===== src/rtl/fetch_queue.sv =====
// Instruction buffer between fetch and dual-issue decode. It holds {pc_plus_4, instr}
// pairs in strict FIFO order and shows the two oldest entries to decode.
module fetch_queue #(
  parameter int DEPTH = 4,
  parameter int PTR_W = 2
) (
  input  logic             clk,
  input  logic             reset,
  input  logic             flush,
  input  logic             enq_valid,
  input  logic [31:0]      enq_pc4,
  input  logic [31:0]      enq_instr,
  output logic             enq_ready,
  output logic             deq0_valid,
  output logic [31:0]      deq0_pc4,
  output logic [31:0]      deq0_instr,
  output logic             deq1_valid,
  output logic [31:0]      deq1_pc4,
  output logic [31:0]      deq1_instr,
  input  logic [1:0]       deq_num,
  output logic [PTR_W:0]   count
);

  localparam logic [PTR_W:0] L_FULL = (PTR_W+1)'(DEPTH);

  logic [63:0]      r_mem [DEPTH];
  logic [PTR_W-1:0] r_head;
  logic [PTR_W-1:0] r_tail;
  logic [PTR_W:0]   r_count;

  logic             w_accept;
  logic [PTR_W:0]   w_req;
  logic [PTR_W:0]   w_eff;
  logic [PTR_W-1:0] w_head1;

  // Handshake: a pair moves on a rising edge only when enq_valid and enq_ready are both
  // high; enq_ready depends on stored state only, so a full queue refuses even while
  // decode is popping. Decode pops by asserting deq_num; it is clamped to what is valid.
  assign w_accept = enq_valid && (r_count < L_FULL);

  always_comb begin
    w_req = '0;
    case (deq_num)
      2'd0:    w_req = (PTR_W+1)'(0);
      2'd1:    w_req = (PTR_W+1)'(1);
      default: w_req = (PTR_W+1)'(2);
    endcase
    w_eff = (w_req > r_count) ? r_count : w_req;
  end

  always_ff @(posedge clk) begin
    if (reset || flush) begin
      r_head  <= '0;
      r_tail  <= '0;
      r_count <= '0;
    end else begin
      if (w_accept) begin
        r_mem[r_tail] <= {enq_pc4, enq_instr};
        r_tail        <= r_tail + PTR_W'(1);
      end
      // Modulo-DEPTH advance is free because DEPTH is a power of two.
      r_head  <= r_head + w_eff[PTR_W-1:0];
      r_count <= r_count + (PTR_W+1)'(w_accept) - w_eff;
    end
  end

  assign w_head1    = r_head + PTR_W'(1);
  assign count      = r_count;
  assign enq_ready  = (r_count < L_FULL);
  assign deq0_valid = (r_count >= (PTR_W+1)'(1));
  assign deq1_valid = (r_count >= (PTR_W+1)'(2));
  assign deq0_pc4   = deq0_valid ? r_mem[r_head][63:32]  : 32'h0;
  assign deq0_instr = deq0_valid ? r_mem[r_head][31:0]   : 32'h0;
  assign deq1_pc4   = deq1_valid ? r_mem[w_head1][63:32] : 32'h0;
  assign deq1_instr = deq1_valid ? r_mem[w_head1][31:0]  : 32'h0;

endmodule


===== config.mk =====
export PLATFORM = sky130hd
export DESIGN_NAME = fetch_queue
export DESIGN_NICKNAME = d
export VERILOG_FILES = /design/src/rtl/fetch_queue.sv
export SDC_FILE = /design/constraint.sdc
export NUM_CORES = 1
export LEC_CHECK = 0
export ABC_CLOCK_PERIOD_IN_PS = 4500
export CAP_MARGIN = 30
export CORE_MARGIN = 8
export CORE_UTILIZATION = 30
export CTS_CLUSTER_DIAMETER = 40
export DETAILED_ROUTE_END_ITERATION = 16
export MAX_ROUTING_LAYER = met4
export PLACE_DENSITY = 0.48
export SETUP_SLACK_MARGIN = 0.05
export SYNTH_ARGS = -nofsm -noshare
export SYNTH_HDL_FRONTEND = slang
export SYNTH_SLANG_ARGS = --single-unit

===== constraint.sdc =====
create_clock -name clk -period 4.5 [get_ports clk]
set_clock_uncertainty 0.2 [all_clocks]
set_input_delay 0.9 -clock clk [delete_from_list [all_inputs] [get_ports clk]]
set_output_delay 0.9 -clock clk [all_outputs]
set_load 0.01 [all_outputs]

==> metrics, run 1 <==
outcome finished, final reports clean; Final WS setup approximately 0.53 ns; dpl ws between 0.2 and 0.25 ns; register-to-register setup slack between 1 and 1.5 ns; die area between 40000 and 50000 um2; CP Capture Type output port; layout cells sized above 1 25.7%; final net count between 900 and 1000; Clock Latency Late Sink 0.52 ns; xor and xnor fraction of the mapped netlist area 0.287%; Mapped Cells roughly 620; IO buf count slightly above 200; core area 40500 um2; Synth Area per Inst just under 20 um2; Starting Density about 30%; WP data required approximately 3.4 ns; Slew @ Worst Pin a little under 1 ns; Top delay family on crit path buffers and inverters; worst hold endpoint r_tail[1]; Min-Delay Path Class reg2reg; post-synthesis compound-gate area fraction 0.0821%; maximum vdd drop 0.567 mV; Synth top area share 63.0%; crit start category flip-flop; mux cell area share after synthesis about a quarter; Yosys warning count 0; fin area roughly 16000 um2; row count between 70 and 80; final worst path period share approximately nine tenths; Area after DPL around 15000 um2; Global Route Usage Sum 13.4%; Reg2Reg Depth 13; CTS max path bufs 3; Rel. slew slack between 30% and 40%; IO Count between 200 and 250; critical-path cell list buf_4 -> mux4_2 -> nor2b_1 -> clkdlybuf4s50_1; count of final hold-check violations 0; largest family of logic cells by synthesized area multiplexers; pwr/cell area ~540 nW/um2; GP Congestion between 0.7 and 0.8; critical path class reg2out; CTS clk-pin slew, worst paths 0.05 ns; hold depth 2; Hold Path Origin r_tail[1]; vias post-DR 6800; Area Overhead vs Synth 33.8%; Synth Area in Adders ~1.2%; cell taking the most area after synthesis edfxtp_1; global route overflow 0; drt wl/cell approximately 22 um; Initial DRC Count ~290; ranking of synthesized cells by area edfxtp_1 (63%), mux4_2 (24%), and2_1 (3.4%); cell area after synthesis between 10000 and 15000 um2; Critical R2R Launch count[1]; slowest cell delay on critical path slightly above 0.7 ns; endpoints failing setup 0; max cap viols 0; slowest cell on the critical path dfxtp_4; Vias/cell approximately 4.9; # clock sinks ~260; CP arrival roughly 2.9 ns; initial antenna violation count 2; first-pass GRT wire length ~47000 um; vias in the first global route approximately 7700; FF+latch count, synth about 260; Antenna Violating Nets Remaining 0; final worst path period need approximately 4 ns; Post-CTS Setup Inserts 0; RR Endpoint count[2]; CTS buffer count 42; CP Max Fanout 28; router iterations before antenna repair 4; clk root buf clkbuf_16; final WL about 31000 um; Die W 218 um; CTS resizes 0; Sum Neg Setup Slack 0 ns; Max Clk Rate 252 MHz; TritonCTS clock tree done; max-slew violations 0; Layout fillers around 3600; post-DP HPWL roughly 19000 um; Static Leakage approximately 0.0051 uW; # hold bufs at CTS 0; Die Y-Extent roughly 220 um; largest net degree at the start of global routing between 60 and 70; Yosys cell types 21; fraction of the mapped netlist area in simple logic gates under 10%; Seq/Total Area, Yosys around 64%; syn nets around 700; unrepaired setup endpoints after global routing no; H-tree depth 2; CP Buf/Inv Count 2; DRC viols 0
cell type report:
| type | count | area (um2) | area share [%] |
|---|---|---|---|
| sequential | 263 | 7840 | 48.0 |
| multi-input combinational | 298 | 4060 | 24.9 |
| timing repair buffer | 216 | 2250 | 13.8 |
| clock buffer | 51 | 1180 | 7.22 |
| tap | 532 | 666 | 4.08 |
| clock inverter | 27 | 282 | 1.73 |
| inverter | 10 | 37.5 | 0.230 |
| antenna | 1 | 2.50 | 0.0153 |
cell usage in the layout (no fill, tap or decap), drive strengths merged:
cell and count:
clkdlybuf4s50 203, nand2b 1, a21oi 1, inv 12, buf 13, and2 67
nor2 9, edfxtp 256, mux2i 3, o21ai 1, fa 1, and3 4
xnor2 4, nand2 1, or2 1, mux4 129, clkinv 14, dfxtp 7
bufinv 5, diode 1, clkbuf 51, ha 10, clkinvlp 6, nor2b 66
sequential cells by signal, summed over array words and instances, names as in the netlist:
signal,count
count,3
r_head,2
r_mem,256
r_tail,2
routing by layer:
metal,global-route usage (%),up-vias,wire length [um]
met2,22.6,193,16000
met5,-,-,0
met4,4.04,0,682
met3,2.68,50,1420
li1,-,2936,-
met1,16.1,3621,13200
report_power, final:
part	internal (uW)	switching, uW	total, uW
Sequential	2760	61.2	2820
Clock	2150	1120	3270
Combinational	1450	1290	2740
Total	6360	2470	8830
synth_stat cells:
| cell type | n |
|---|---|
| fa_1 | 1 |
| and2_1 | 67 |
| nor2b_1 | 66 |
| buf_4 | 9 |
| nor2_1 | 9 |
| or2_2 | 1 |
| mux2i_1 | 3 |
| buf_6 | 11 |
| xnor2_1 | 4 |
| and3_1 | 4 |
| nand2_1 | 1 |
| buf_2 | 8 |
| ha_1 | 10 |
| dfxtp_1 | 7 |
| edfxtp_1 | 256 |
| o21ai_0 | 1 |
| nand2b_1 | 1 |
| inv_1 | 10 |
| clkbuf_1 | 17 |
| mux4_2 | 129 |
| a21oi_1 | 1 |
worst register-to-register path, stage by stage, from the launching register on:
cell and delay (ns):
dfxtp_1 0.48, inv_1 0.12, ha_1 0.33, nor2b_1 0.14, o21ai_0 0.40, mux2i_1 0.33
ha_1 0.28, inv_1 0.06, ha_1 0.13, inv_1 0.06, fa_1 0.43, xnor2_1 0.19
xnor2_1 0.14, nor2_1 0.05
stage by stage:
step                std cells  total power, uW  hold WS (ns)  util [%]
floorplan                 616             4210         0.314         -
global placement         1319             5650         0.338      36.7
CTS                      1397             8990         0.367      40.3
finish                   1398             8830         0.368      40.3
detailed placement       1319             5680         0.359      36.7
global route             1398             9210         0.417      40.3
cell families (layout without fill, tap and decap cells):
family,after synthesis,in the layout
mux,132,132
buf+inv,55,304
compound gates,2,2
simple gates,149,149
fa+ha+maj,11,11
flops,263,263
other cells,0,1
xor+xnor,4,4
how the worst max path moves through the flow:
stage / from / end / slack, ns / cells past startpoint
floorplan: deq_num[1] / count[2] / 0.97 / 13
global placement: deq_num[1] / count[2] / 0.44 / 13
detailed placement: deq_num[1] / count[2] / 0.23 / 13
CTS: r_head[0] / deq1_instr[27] / 0.48 / 4
global route: r_head[0] / deq1_instr[27] / 0.38 / 4
finish: r_head[0] / deq1_instr[24] / 0.53 / 4
Note: power is estimated with default switching activity, not from simulation.
==> inputs of run 2 (changes only) <==
--- a/config.mk
+++ b/config.mk
@@ -13,6 +13,7 @@
 export DETAILED_ROUTE_END_ITERATION = 16
 export MAX_ROUTING_LAYER = met4
 export PLACE_DENSITY = 0.48
+export RECOVER_POWER = 25
 export SETUP_SLACK_MARGIN = 0.05
 export SYNTH_ARGS = -nofsm -noshare
 export SYNTH_HDL_FRONTEND = slang
==> run 2 against run 1 <==
Effect of this change: count of clock-buffer cells in the layout stayed put; non-clock buffer count stayed put; sequential cell count stayed put; combinational power hardly changed; first-iteration DRC count is 9.0% higher; cell count hardly changed; global-route usage stayed put; critical endpoint unchanged; largest power group unchanged; highest routed layer unchanged.
==> metrics, run 2 (synthesis results as in run 1) <==
outcome finished, final reports clean; met2 Use GR a little under a quarter; CP Max Fanout 28; global route overflow 0; clk root buf clkbuf_16; multi-input combinational cell area between 4000 and 5000 um2; # hold bufs at CTS 0; fin area 16300 um2; WP data required approximately 3.4 ns; Die Y-Extent between 200 and 250 um; die area between 40000 and 50000 um2; Area Overhead vs Synth 33.9%; CTS max path bufs 3; Global Route Usage Sum between 10 and 15%; max cap viols 0; met1 Use GR about 16%; vias post-DR between 6000 and 7000; first-pass GRT wire length 47100 um; GR Util met3 under 10%; GR peak layer met2; Clock Latency Late Sink 0.52 ns; critical path class reg2out; most common cell after layout, fill and taps aside edfxtp_1; Largest register FFs 256; final worst path period share 88.2%; initial antenna violation count 4; Die W 218 um; Reg2Reg Depth 13; critical-path cell list buf_4 -> mux4_2 -> nor2b_1 -> clkdlybuf4s50_1; Static Leakage roughly 0.0051 uW; endpoints failing setup 0; storage element area about 7800 um2; Layout fillers roughly 3600; CTS clk-pin slew, worst paths 0.05 ns; final WL around 31000 um; maximum vdd drop 0.566 mV; slowest cell on the critical path dfxtp_4; H-tree depth 2; final net count about 900; Rel. slew slack a little over a third; slowest cell delay on critical path 0.71 ns; IO buf count 203; IO Count approximately 200; Starting Density 30.1%; unrepaired setup endpoints after global routing no; row count 74; largest net degree at the start of global routing 66; Max Clk Rate between 200 and 300 MHz; DRC viols 0; pwr/cell area around 540 nW/um2; count of final hold-check violations 0; router iterations before antenna repair 4; Area after DPL 14900 um2; layout cells sized above 1 between 20% and 30%; max-slew violations 0; Vias/cell 4.86; core area slightly above 40000 um2; CTS resizes 0; Min-Delay Path Class reg2reg; post-DP HPWL just under 20000 um; vias in the first global route around 7700; CTS buffer count 42; Initial DRC Count ~310; # clock sinks 263; final worst path period need around 4 ns; Slew @ Worst Pin slightly below 1 ns; GP Congestion around 0.74; crit start category flip-flop; TritonCTS clock tree done; Post-CTS Setup Inserts 0; hold depth 2; Biggest register r_mem; drt wl/cell approximately 22 um; CP Capture Type output port; Sum Neg Setup Slack 0 ns; most frequent cells in the layout edfxtp_1 (256), clkdlybuf4s50_1 (161), mux4_2 (129), and2_1 (67), nor2b_1 (66); CP arrival ~2.9 ns; Antenna Violating Nets Remaining 0
-- run 2: cell types whose count changed in the layout (fill, tap and decap cells not counted), sizes merged --
| cell | delta |
|---|---|
| dlygate4sd3 | +42 |
| diode | +1 |
| clkdlybuf4s50 | -42 |
-- run 2: final timing paths --
check	slack, ns	endpoint	startpoint
setup / recovery	0.53	deq1_instr[24]	r_head[0]
hold / removal	0.36	r_tail[1]	r_tail[1]
setup reg to reg	1.08	count[2]	count[1]
hold reg to reg	0.36	r_tail[1]	r_tail[1]
-- run 2: power breakdown --
part	switching (uW)	total [uW]	internal, uW
clock	1120	3270	2150
combinational	1290	2730	1440
sequential	61.0	2820	2760
-- run 2: area by class of cell --
type                       instances  share of cell area, %
timing repair buffer             216                   13.8
sequential                       263                   48.0
antenna                            2                 0.0307
inverter                          10                  0.230
tap                              532                   4.08
multi-input combinational        298                   24.9
clock buffer                      51                   7.22
clock inverter                    27                   1.72
-- run 2: worst max-delay path, delay by kind of cell (launching register included) --
| kind | cells | cell delay (ns) |
|---|---|---|
| mux | 1 | 0.54 |
| simple gates | 1 | 0.15 |
| flops | 1 | 0.71 |
| buf+inv | 2 | 0.93 |
-- run 2: metal layers --
layer | vias to the layer above | routed length [um]
li1 | 2936 | -
met1 | 3613 | 13100
met2 | 204 | 16000
met3 | 51 | 1470
met5 | - | 0
met4 | 0 | 692
-- run 2: per-stage QoR --
step	instances	worst slack [ns]	power [uW]	utilization (%)	hold WS, ns
after floorplan	616	0.966	4210	-	0.314
after global routing	1399	0.379	9200	40.3	0.417
final	1399	0.529	8820	40.3	0.363
after CTS	1397	0.479	8990	40.3	0.367
after global placement	1319	0.438	5650	36.7	0.338
after detailed placement	1319	0.232	5680	36.7	0.359
